<file path="src/rtl/sdram_burst_scheduler.sv">
// sdram_burst_scheduler
//   Shares one SDRAM controller command port among four FIFO-side requesters:
//   0 camera write, 1 display read, 2 image-transfer read, 3 image-transfer
//   write-back. Each port has an address pointer that walks from its start
//   address toward its exclusive max address in bursts of port_len words.
//   Arbitration is round-robin, with an urgent override for URGENT_PORT.
//
// Ports
//   clk, rst          clock, asynchronous active-high reset
//   port_req          per-port level request
//   port_urgent       per-port urgent flag (only URGENT_PORT honoured)
//   port_is_write     per-port burst direction (1 = write)
//   port_start_addr   per-port start address, port i at [i*ASIZE +: ASIZE]
//   port_max_addr     per-port exclusive upper bound
//   port_len          per-port burst length (0 = request ignored)
//   port_clear        per-port pulse, reloads pointer with start address
//   port_grant        one-hot, command issue through burst completion
//   port_wrap         one-cycle pulse when a pointer wraps to start
//   cmd_valid/cmd_write/cmd_addr/cmd_len   burst command to controller
//   cmd_ack           controller accepts command
//   cmd_done          end of accepted burst
//   busy              scheduler not idle
module sdram_burst_scheduler #(
  parameter int ASIZE       = 23,
  parameter int LEN_W       = 11,
  parameter int URGENT_PORT = 1
) (
  input  logic                 clk,
  input  logic                 rst,
  input  logic [3:0]           port_req,
  input  logic [3:0]           port_urgent,
  input  logic [3:0]           port_is_write,
  input  logic [4*ASIZE-1:0]   port_start_addr,
  input  logic [4*ASIZE-1:0]   port_max_addr,
  input  logic [4*LEN_W-1:0]   port_len,
  input  logic [3:0]           port_clear,
  output logic [3:0]           port_grant,
  output logic [3:0]           port_wrap,
  output logic                 cmd_valid,
  output logic                 cmd_write,
  output logic [ASIZE-1:0]     cmd_addr,
  output logic [LEN_W-1:0]     cmd_len,
  input  logic                 cmd_ack,
  input  logic                 cmd_done,
  output logic                 busy
);

  typedef enum logic [1:0] {IDLE, ARB, ISSUE, WAIT_DONE} state_t;

  localparam logic [1:0] URG_IDX  = 2'(URGENT_PORT);
  localparam logic [3:0] URG_MASK = 4'b0001 << URGENT_PORT;

  state_t state, state_nxt;

  logic [ASIZE-1:0] start_a [4];
  logic [ASIZE-1:0] max_a   [4];
  logic [LEN_W-1:0] len_a   [4];
  logic [ASIZE-1:0] ptr     [4];
  logic [3:0]       elig;
  logic [3:0]       clr_pend;
  logic [1:0]       last_grant;
  logic [1:0]       winner;

  logic             urgent_hit;
  logic             arb_found;
  logic [1:0]       arb_idx;
  logic [1:0]       cand;

  logic [ASIZE:0]   len_ext;
  logic [ASIZE:0]   ptr_next;
  logic [ASIZE:0]   ptr_check;
  logic             wrap_now;
  logic             clear_now;

  for (genvar g = 0; g < 4; g++) begin : g_unpack
    assign start_a[g] = port_start_addr[g*ASIZE +: ASIZE];
    assign max_a[g]   = port_max_addr[g*ASIZE +: ASIZE];
    assign len_a[g]   = port_len[g*LEN_W +: LEN_W];
    assign elig[g]    = port_req[g] && (len_a[g] != '0);
  end

  // Masking with URG_MASK keeps every urgent bit in the expression while
  // only the configured port can ever trigger the override.
  assign urgent_hit = |(port_urgent & elig & URG_MASK);

  always_comb begin
    arb_found = 1'b0;
    arb_idx   = last_grant;
    cand      = '0;
    if (urgent_hit) begin
      arb_found = 1'b1;
      arb_idx   = URG_IDX;
    end else begin
      // k = 4 wraps back to last_grant itself, so a lone requester that
      // was served last is still found.
      for (int unsigned k = 1; k <= 4; k++) begin
        cand = last_grant + 2'(k);
        if (!arb_found && elig[cand]) begin
          arb_found = 1'b1;
          arb_idx   = cand;
        end
      end
    end
  end

  // Pointer advance uses the latched burst length so it cannot be disturbed
  // by port_len changing mid-burst.
  always_comb begin
    len_ext   = {{(ASIZE+1-LEN_W){1'b0}}, cmd_len};
    ptr_next  = {1'b0, ptr[winner]} + len_ext;
    ptr_check = ptr_next + len_ext;
    wrap_now  = ptr_check > {1'b0, max_a[winner]};
    clear_now = clr_pend[winner] | port_clear[winner];
  end

  // State register
  always_ff @(posedge clk or posedge rst) begin
    if (rst) state <= IDLE;
    else     state <= state_nxt;
  end

  // Next-state logic
  always_comb begin
    state_nxt = state;
    unique case (state)
      IDLE:      if (|elig)    state_nxt = ARB;
      ARB:       state_nxt = arb_found ? ISSUE : IDLE;
      ISSUE:     if (cmd_ack)  state_nxt = WAIT_DONE;
      WAIT_DONE: if (cmd_done) state_nxt = IDLE;
      default:   state_nxt = IDLE;
    endcase
  end

  // FSM-decoded outputs
  always_comb begin
    cmd_valid = (state == ISSUE);
    busy      = (state != IDLE);
  end

  // Datapath: pointers, latched command, grant bookkeeping
  always_ff @(posedge clk or posedge rst) begin
    if (rst) begin
      for (int unsigned i = 0; i < 4; i++) ptr[i] <= '0;
      clr_pend   <= '0;
      last_grant <= 2'd3;
      winner     <= '0;
      port_grant <= '0;
      port_wrap  <= '0;
      cmd_write  <= 1'b0;
      cmd_addr   <= '0;
      cmd_len    <= '0;
    end else begin
      port_wrap <= '0;

      for (int unsigned i = 0; i < 4; i++) begin
        if (port_clear[i]) begin
          if (port_grant[i]) clr_pend[i] <= 1'b1;
          else               ptr[i]      <= start_a[i];
        end
      end

      if (state == ARB && arb_found) begin
        winner     <= arb_idx;
        cmd_addr   <= ptr[arb_idx];
        cmd_len    <= len_a[arb_idx];
        cmd_write  <= port_is_write[arb_idx];
        port_grant <= 4'b0001 << arb_idx;
      end

      if (state == WAIT_DONE && cmd_done) begin
        // A clear seen during the burst takes priority and suppresses wrap.
        if (clear_now || wrap_now) ptr[winner] <= start_a[winner];
        else                       ptr[winner] <= ptr_next[ASIZE-1:0];
        if (!clear_now && wrap_now) port_wrap[winner] <= 1'b1;
        clr_pend[winner] <= 1'b0;
        port_grant       <= '0;
        last_grant       <= winner;
      end
    end
  end

endmodule

</file>
<file path="config.mk">
export PLATFORM = sky130hd
export DESIGN_NAME = sdram_burst_scheduler
export DESIGN_NICKNAME = d
export VERILOG_FILES = /design/src/rtl/sdram_burst_scheduler.sv
export SDC_FILE = /design/constraint.sdc
export NUM_CORES = 1
export LEC_CHECK = 0
export BUFFER_PORTS_ARGS = -buffer_cell sky130_fd_sc_hd__clkbuf_2
export CAP_MARGIN = 20
export CORE_MARGIN = 3
export CORE_UTILIZATION = 50
export DETAILED_ROUTE_END_ITERATION = 8
export PLACE_DENSITY = 0.76
export SLEW_MARGIN = 20
export SYNTH_ARGS = -nofsm -noshare
export SYNTH_HDL_FRONTEND = slang
export SYNTH_SLANG_ARGS = --single-unit
</file>
<file path="constraint.sdc">
create_clock -name clk -period 9.05 [get_ports clk]
set_clock_uncertainty 0.2 [all_clocks]
set_input_delay 0.905 -clock clk [delete_from_list [all_inputs] [get_ports clk]]
set_output_delay 0.905 -clock clk [all_outputs]
set_load 0.02 [all_outputs]
</file>
# == After elaboration in Yosys (flattened, before gate mapping) ==
# Index checks and enable logic that the tools add are counted.
# word_totals
in_bits,248
ff_bits,145
output_inout_bits,45
# op_classes
eq_ne,6
n_addsub,5
n_reduce_logical,26
shifts,1
order_cmp,11
n_bitwise,6
mux,76
# ops
cell,n
23-bit two-way mux,17
23-bit binary-select mux with 2-bit select,4
92-bit bitwise mux,2
92-bit two-way mux,2
23-bit demux with 2-bit select,1
11-bit nonzero test,4
23-bit by 11-bit adder with 24-bit output,1
24-bit by 11-bit adder with 24-bit output,1
24-bit by 23-bit greater-than comparator with 1-bit output,1
1-bit two-way mux,24
11-bit binary-select mux with 2-bit select,1
11-bit two-way mux,2
4-bit two-way mux,5
"2-bit by 3-bit less-than comparator with 1-bit output, second input constant",6
2-bit two-way mux,9
1-bit binary-select mux with 2-bit select,7
1-bit logical AND,12
2-bit one-hot mux with 4 select lines,1
"3-bit greater-or-equal comparator, second input constant",2
2-bit NOT with 3-bit output,2
"2-bit adder, second input constant",2
4-bit bitwise AND,1
"2-bit equality test, second input constant",2
1-bit zero test,4
other kinds (16),18

# == Longest topological paths before layout ==
# Gate-level depths: netlist (run 1).
# logic_depth
word_depth,22
depth_mapped,34
ltp_nobuf,28

# == Least setup slack after synthesis (run 1) ==
# OpenSTA, ideal clock, no wires.
# synth_timing
path_kind,reg2reg
from,register winner[0]
to,register ptr[11] (netlist name)
stages_incl_launch_ff,32
arrival_time_ns,7.793
period_less_slack_ns,8.154
slack_ns,0.896
path_buffers,6
setup_ns,0.161
required_ns,8.689
path_cell_list,dfrtp_1 -> buf_6 -> clkbuf_1 -> clkbuf_1 -> clkbuf_1 -> mux4_2 -> fa_1 -> a21o_1 -> nand3_1 -> nand2_1 -> a21oi_1 -> xor2_1 -> inv_1 -> ha_1 -> nand2_1 -> o31ai_1 -> a21oi_1 -> nand2b_1 -> nor4_2 -> xnor2_1 -> ha_1 -> nand4_1 -> or4_1 -> or4b_1 -> o221ai_1 -> a41o_1 -> nand3_1 -> a41o_2 -> buf_6 -> buf_4 -> nand3_1 -> o311ai_0
# synth_via
elab_chain_cells,10
word_cells_on_any_way,28
classes_between,2 x add/sub; 3 x order compare; 19 x mux; 2 x bitwise; 2 x reduce/logical
# synth_lines
item,line,text
"start, declared",62,logic [1:0] winner;
"start signal, assigned",163,winner <= arb_idx;
2-bit NOT with 3-bit output (implied by the code),--,
23-bit binary-select mux with 2-bit select,110,"ptr_next = {1'b0, ptr[winner]} + len_ext;"
23-bit two-way mux (implied by the code) (2 in a row),110,
23-bit by 11-bit adder with 24-bit output,110,
24-bit by 11-bit adder with 24-bit output,111,ptr_check = ptr_next + len_ext;
24-bit by 23-bit greater-than comparator with 1-bit output,112,"wrap_now = ptr_check > {1'b0, max_a[winner]};"
1-bit logical OR,172,if (clear_now || wrap_now) ptr[winner] <= start_a[winner];
92-bit two-way mux *,172,
92-bit two-way mux *,170,if (state == WAIT_DONE && cmd_done) begin
"end signal, assigned by index",158,else ptr[i] <= start_a[i];
"end signal, assigned by index",172,
"end signal, assigned by index",173,else ptr[winner] <= ptr_next[ASIZE-1:0];
"end, declared",58,logic [ASIZE-1:0] ptr [4];
# Mark *: on every way between the ends. The rest lies on a longest branch, timed or not. The select of a mux whose other input is x is not followed.
# A chain may end at the register's enable or synchronous reset.

# == Worst setup path after layout (run 1) ==
# layout_timing
from,register winner[0]
to,register ptr[63] (netlist name)
# Same word-level chain as after synthesis.

==> results.cfg, run 1 <==
[status]
status = complete, no violations

[drt]
drc_errors = 0
drt_iter0_drc = 1428
dr.pass1.iters = 6
num_vias = 11420
ant_nets = 0
drt-total-wl_um = 40540
wl_per_cell_um = 23.76
routed_via_density = 6.692

[global_routing]
grt_pass1_wl_um = 61410
grt_usage_pct = 33.09
antenna_found_initial = 0
grt_pass1_vias = 11140
gr-total-overflow = 0
grt_max_degree = 94

[cts]
cts_tree = done
clkSlewWorstSetupHoldPaths_ps = 60
cts_root_buf = clkbuf_16
clkLatencyLatePin_ps = 430
htreeDepth = 4
numCtsBuffers = 17
clock_sinks = 145
clockBufferDepth = 2
post-cts-setup-buffers = 0
ctsResizeCount = 0
hold_buffers = 0

[synthesis]
avgSynthCellArea_um2 = 9.414
synth.net_count = 1459
synth-async-reset-ratio_pct = 100.0
synth.most_common_cell = dfrtp_1
yosys_register_bits = 145
synthCells = 1160
ys_warn_count = 0
ys_top_cells_by_count = dfrtp_1, a21oi_1, nor2_1
ys_seq_area_share_pct = 33.25
syn_area_mm2 = 0.01092
synth_edf_count = 0
synth.area.top_cells = dfrtp_1, mux4_2, ha_1
synth.distinct_cells = 68
yosysTopAreaCell = dfrtp_1
ys.flop_type = dfrtp_1
yosysTopAreaCellShare_pct = 32.77

[sta]
max-slew-margin-rel_pct = 18.65
setup_tns_ps = 0
tightest_slew_ps = 1212
hold_slack_ps = 307.1
rsz0062_at_grt = false
max_freq_mhz = 120.6
finalHoldViolCount = 0
finalCriticalPeriod_ps = 8290
setup_viol = 0
drv_slew = 0
worst_slack_ps = 760.4
final.period_utilization_pct = 91.60

[placement]
pre_cts_slack_ps = 927.0
place.gp.congestion = 0.9209
portBuffers = 289
hpwlAfterDp_um = 28670

[final_layout]
drive_gt1_share_pct = 29.42
fillers = 1843
fin_nets = 1717
area_delta_synth_final_pct = 20.92
diodes = 0
utilization_pct = 62.23

[worst_setup_path]
critPathLaunchType = register
cpPeakStageDelay_ps = 610
worstPathMaxFanout = 23
cp.required_ps = 9220
endpoint_kind = register
cpMaxStageDelayCell = dfrtp_4
crit_type = reg2reg
crit_top_cell = ha_1
path_cells = mux4_2, ha_1, fa_1, a21o_1, a21oi_1, xor2_1, inv_1, ha_1, o21ai_0, a21oi_1, o41a_1, a31oi_1, nor3b_1, nor2b_1, ha_1, nand4_1, or4_1, or4b_1, o221ai_1, a41o_1, nand3_1, a41o_2, nand2_2, o221a_2
arrival_ps = 8460

[floorplanning]
num_io_pins = 293
die-area_mm2 = 0.02365
dieHeight_um = 153.8
die_x_um = 153.8
rows = 53
initial_utilization_pct = 51.46
core_mm2 = 0.02122

[worst_hold_path]
hold_path.class = reg2reg

[job]
cap_violations = 0
==> per-layer routing <==
layer | global-route usage [%] | vias to the layer above | routed length [um]
met1 | 43.12 | 5465 | 15070
met3 | 7.177 | 132 | 4628
met2 | 53.44 | 846 | 19110
met5 | 0 | - | 0
li1 | - | 4974 | -
met4 | 14.38 | 0 | 1726
==> layout by cell type, fill, tap and decap left out, types with 5 or more instances in the layout <==
cell type	n
nor2b_1	10
o22ai_1	29
clkbuf_2	289
o311ai_1	5
mux2i_1	37
nand2_1	65
a22oi_1	63
buf_4	21
and3_1	17
o22a_1	14
clkbuf_16	17
o221a_1	6
a21oi_1	120
nand3_1	53
o221a_2	12
nor3_1	13
dfrtp_1	141
mux4_2	38
a21o_1	5
a31oi_1	6
o311ai_0	32
ha_1	49
xor2_1	17
nand2b_1	11
nor2_1	85
inv_1	47
nor4_1	7
mux4_1	8
o21ai_0	57
o21a_1	42
xnor2_1	27
==> kinds of logic after synthesis <==
kind of cell    count (synthesis)  share of synthesized area (%)
compound gates                420                          25.94
simple gates                  296                          13.36
flops                         145                          33.25
buf+inv                       120                          4.686
mux                            84                          13.26
fa+ha+maj                      51                          5.981
xor+xnor                       44                          3.529
==> state kept, by name, summed over array words and instances, names as in the netlist, named ones only <==
signal,cells
clr_pend,4
cmd_addr,23
cmd_len,11
cmd_write,1
last_grant,2
port_grant,4
port_wrap,4
ptr,92
state,1
winner,2
==> worst max-delay path, delay by kind of cell, from the launching register on <==
kind	cells	cell delay (ps)
and+or+nand+nor	7	2700
AOI/OAI and AO/OA	10	2170
buffers and inverters	1	130
muxes	1	570
xor gates and xnor gates	1	500
DFF	1	610
adders and majority gates	4	1330
==> metrics by stage <==
stage	instance area, um2	std cells
final	13210	1706
after global routing	13210	1706
after CTS	13210	1706
after detailed placement	12600	1674
after global placement	12600	1674
after floorplan	10920	1160
==> worst paths after layout <==
| path | startpoint | endpoint | slack (ps) | cells past startpoint |
|---|---|---|---|---|
| setup reg to reg | winner[0] | ptr[63] | 760 | 24 |
| max in group asynchronous | rst | winner[0] | 6880 | 3 |
| hold reg to reg | clr_pend[2] | clr_pend[2] | 310 | 2 |
| min in group asynchronous | rst | ptr[20] | 450 | 2 |
| setup / recovery | winner[0] | ptr[63] | 760 | 24 |
| hold / removal | clr_pend[2] | clr_pend[2] | 310 | 2 |
==> cell type report <==
cell class	count	area, um2	area share, %
clock buffers	21	480.5	3.638
multi-input cells	895	6809	51.56
clock inverters	11	126.4	0.9570
well taps	275	344.1	2.606
flip-flops and latches	145	3636	27.53
repair buffers	311	1624	12.30
inverters	48	185.2	1.402
Power of run 1 is not shown: default switching activity piles up to over one toggle a cycle in this logic, so the estimate is an artifact.
==> inputs of run 2 (changes only) <==
- CELL_PAD_IN_SITES_DETAIL_PLACEMENT: not set -> 0
- CELL_PAD_IN_SITES_GLOBAL_PLACEMENT: not set -> 1
- CORE_UTILIZATION: 50 -> 37
- PLACE_DENSITY: 0.76 -> not set
- PLACE_DENSITY_LB_ADDON: not set -> 0.1
- clock period: 9.05 -> 7.3 ns (I/O delays scaled with it)
==> results.cfg, run 2 (synthesized netlist as in run 1, its figures left out) <==
[global_routing]
antenna_found_initial = 0
grt_usage_pct = 27.50
gr-total-overflow = 0
grt_pass1_wl_um = 65540
grt_pass1_vias = 11020
grt_max_degree = 82

[placement]
hpwlAfterDp_um = 32240
portBuffers = 289
place.gp.congestion = 0.8531
pre_cts_slack_ps = 18.38

[floorplanning]
initial_utilization_pct = 37.74
rows = 62
num_io_pins = 293
die-area_mm2 = 0.03161
dieHeight_um = 177.8
die_x_um = 177.8
core_mm2 = 0.02894

[final_layout]
final_common_cell = clkbuf_2
largest_reg_flops = 92
fin_nets = 1777
reg.largest.list = ptr (92), cmd_addr (23), cmd_len (11)
area_delta_synth_final_pct = 28.21
diodes = 0
top_register = ptr
fillers = 2823
drive_gt1_share_pct = 33.53
final_cell_mix = clkbuf_2, dfrtp_1, a21oi_1, nor2_1, buf_4

[drt]
wl_per_cell_um = 23.65
drt-total-wl_um = 44350
drc_errors = 0
drt_iter0_drc = 1125
ant_nets = 0
num_vias = 11080
routed_via_density = 5.910
dr.pass1.iters = 8

[sta]
hold_slack_ps = 166.4
finalCriticalPeriod_ps = 7006
tightest_slew_ps = 1096
worst_slack_ps = 293.7
final.period_utilization_pct = 95.98
setup_viol = 0
max-slew-margin-rel_pct = 26.91
max_freq_mhz = 142.7
drv_slew = 0
finalHoldViolCount = 0

[status]
status = complete, no violations

[cts]
clkLatencyLatePin_ps = 440
clockBufferDepth = 2
cts_root_buf = clkbuf_16
htreeDepth = 4
clock_sinks = 145
clkSlewWorstSetupHoldPaths_ps = 70
cts_tree = done
numCtsBuffers = 17
hold_buffers = 0

[worst_setup_path]
crit_top_cell = ha_1
arrival_ps = 7190
cp.required_ps = 7480
worstPathMaxFanout = 9
cpPeakStageDelay_ps = 590
endpoint_kind = register
critPathLaunchType = register
crit_type = reg2reg
cpMaxStageDelayCell = or4_4

[job]
cap_violations = 0

[worst_hold_path]
hold_path.class = in2async
==> run 2: cell types whose count changed in the layout (fill, tap and decap cells not counted), sizes merged <==
cell	delta
clkinvlp	-4
buf	+60
inv	+8
clkbuf	-4
==> run 2: worst paths after layout <==
check	endpoint	cells after the start	slack, ps	start
hold / removal	ptr[43]	2	170	rst
setup / recovery	ptr[84]	29	290	winner[0]
setup reg to reg	ptr[84]	29	290	winner[0]
min in group clk	ptr[89]	2	300	port_start_addr[20]
max in group asynchronous	clr_pend[3]	4	5020	rst
hold reg to reg	clr_pend[0]	2	310	clr_pend[0]
==> run 2: repair_timing <==
item | 4_1_cts | 5_1_grt
pin swaps | 0 | 8
endpoints found under the setup margin | 1 | 92
gates resized for setup | 1 | 31
setup buffers | 0 | 6
cloned | 0 | 1
==> run 2: layout make-up <==
type	count	area (um2)	area share, %
repair buffers	371	2152	15.37
clock buffers	17	425.4	3.038
multi-input cells	895	6932	49.51
clock inverters	15	190.2	1.358
well taps	384	480.5	3.432
inverters	48	185.2	1.323
flip-flops and latches	145	3636	25.97
==> run 2: critical path: cells and delay by family, from the launching register on <==
family          cells  cell delay [ps]
mux                 1              510
xor+xnor            2              340
compound gates      9             1540
buf+inv             3              380
simple gates       10             2280
flops               1              420
fa+ha+maj           4             1280
==> run 2: per-stage QoR <==
| stage | instance area (um2) | utilization, % | setup TNS [ps] | instances |
|---|---|---|---|---|
| 2_1_floorplan | 10990 | - | 0 | 1160 |
| 3_3_place_gp | 13210 | 45.66 | 0 | 1835 |
| 3_5_place_dp | 13210 | 45.66 | 0 | 1835 |
| 4_1_cts | 13830 | 47.79 | 0 | 1867 |
| 5_1_grt | 14000 | 48.39 | -10.90 | 1875 |
| 6_report | 14000 | 48.39 | 0 | 1875 |
==> run 2: per-layer routing <==
metal	vias up	global-route usage, %	part of all wire [%]
met5	-	0	0
met4	0	8.671	2.8
met3	82	3.787	6.7
met2	505	45.38	47
met1	5391	37.42	44
li1	5104	-	-
Power of run 2 is left out for the same reason.
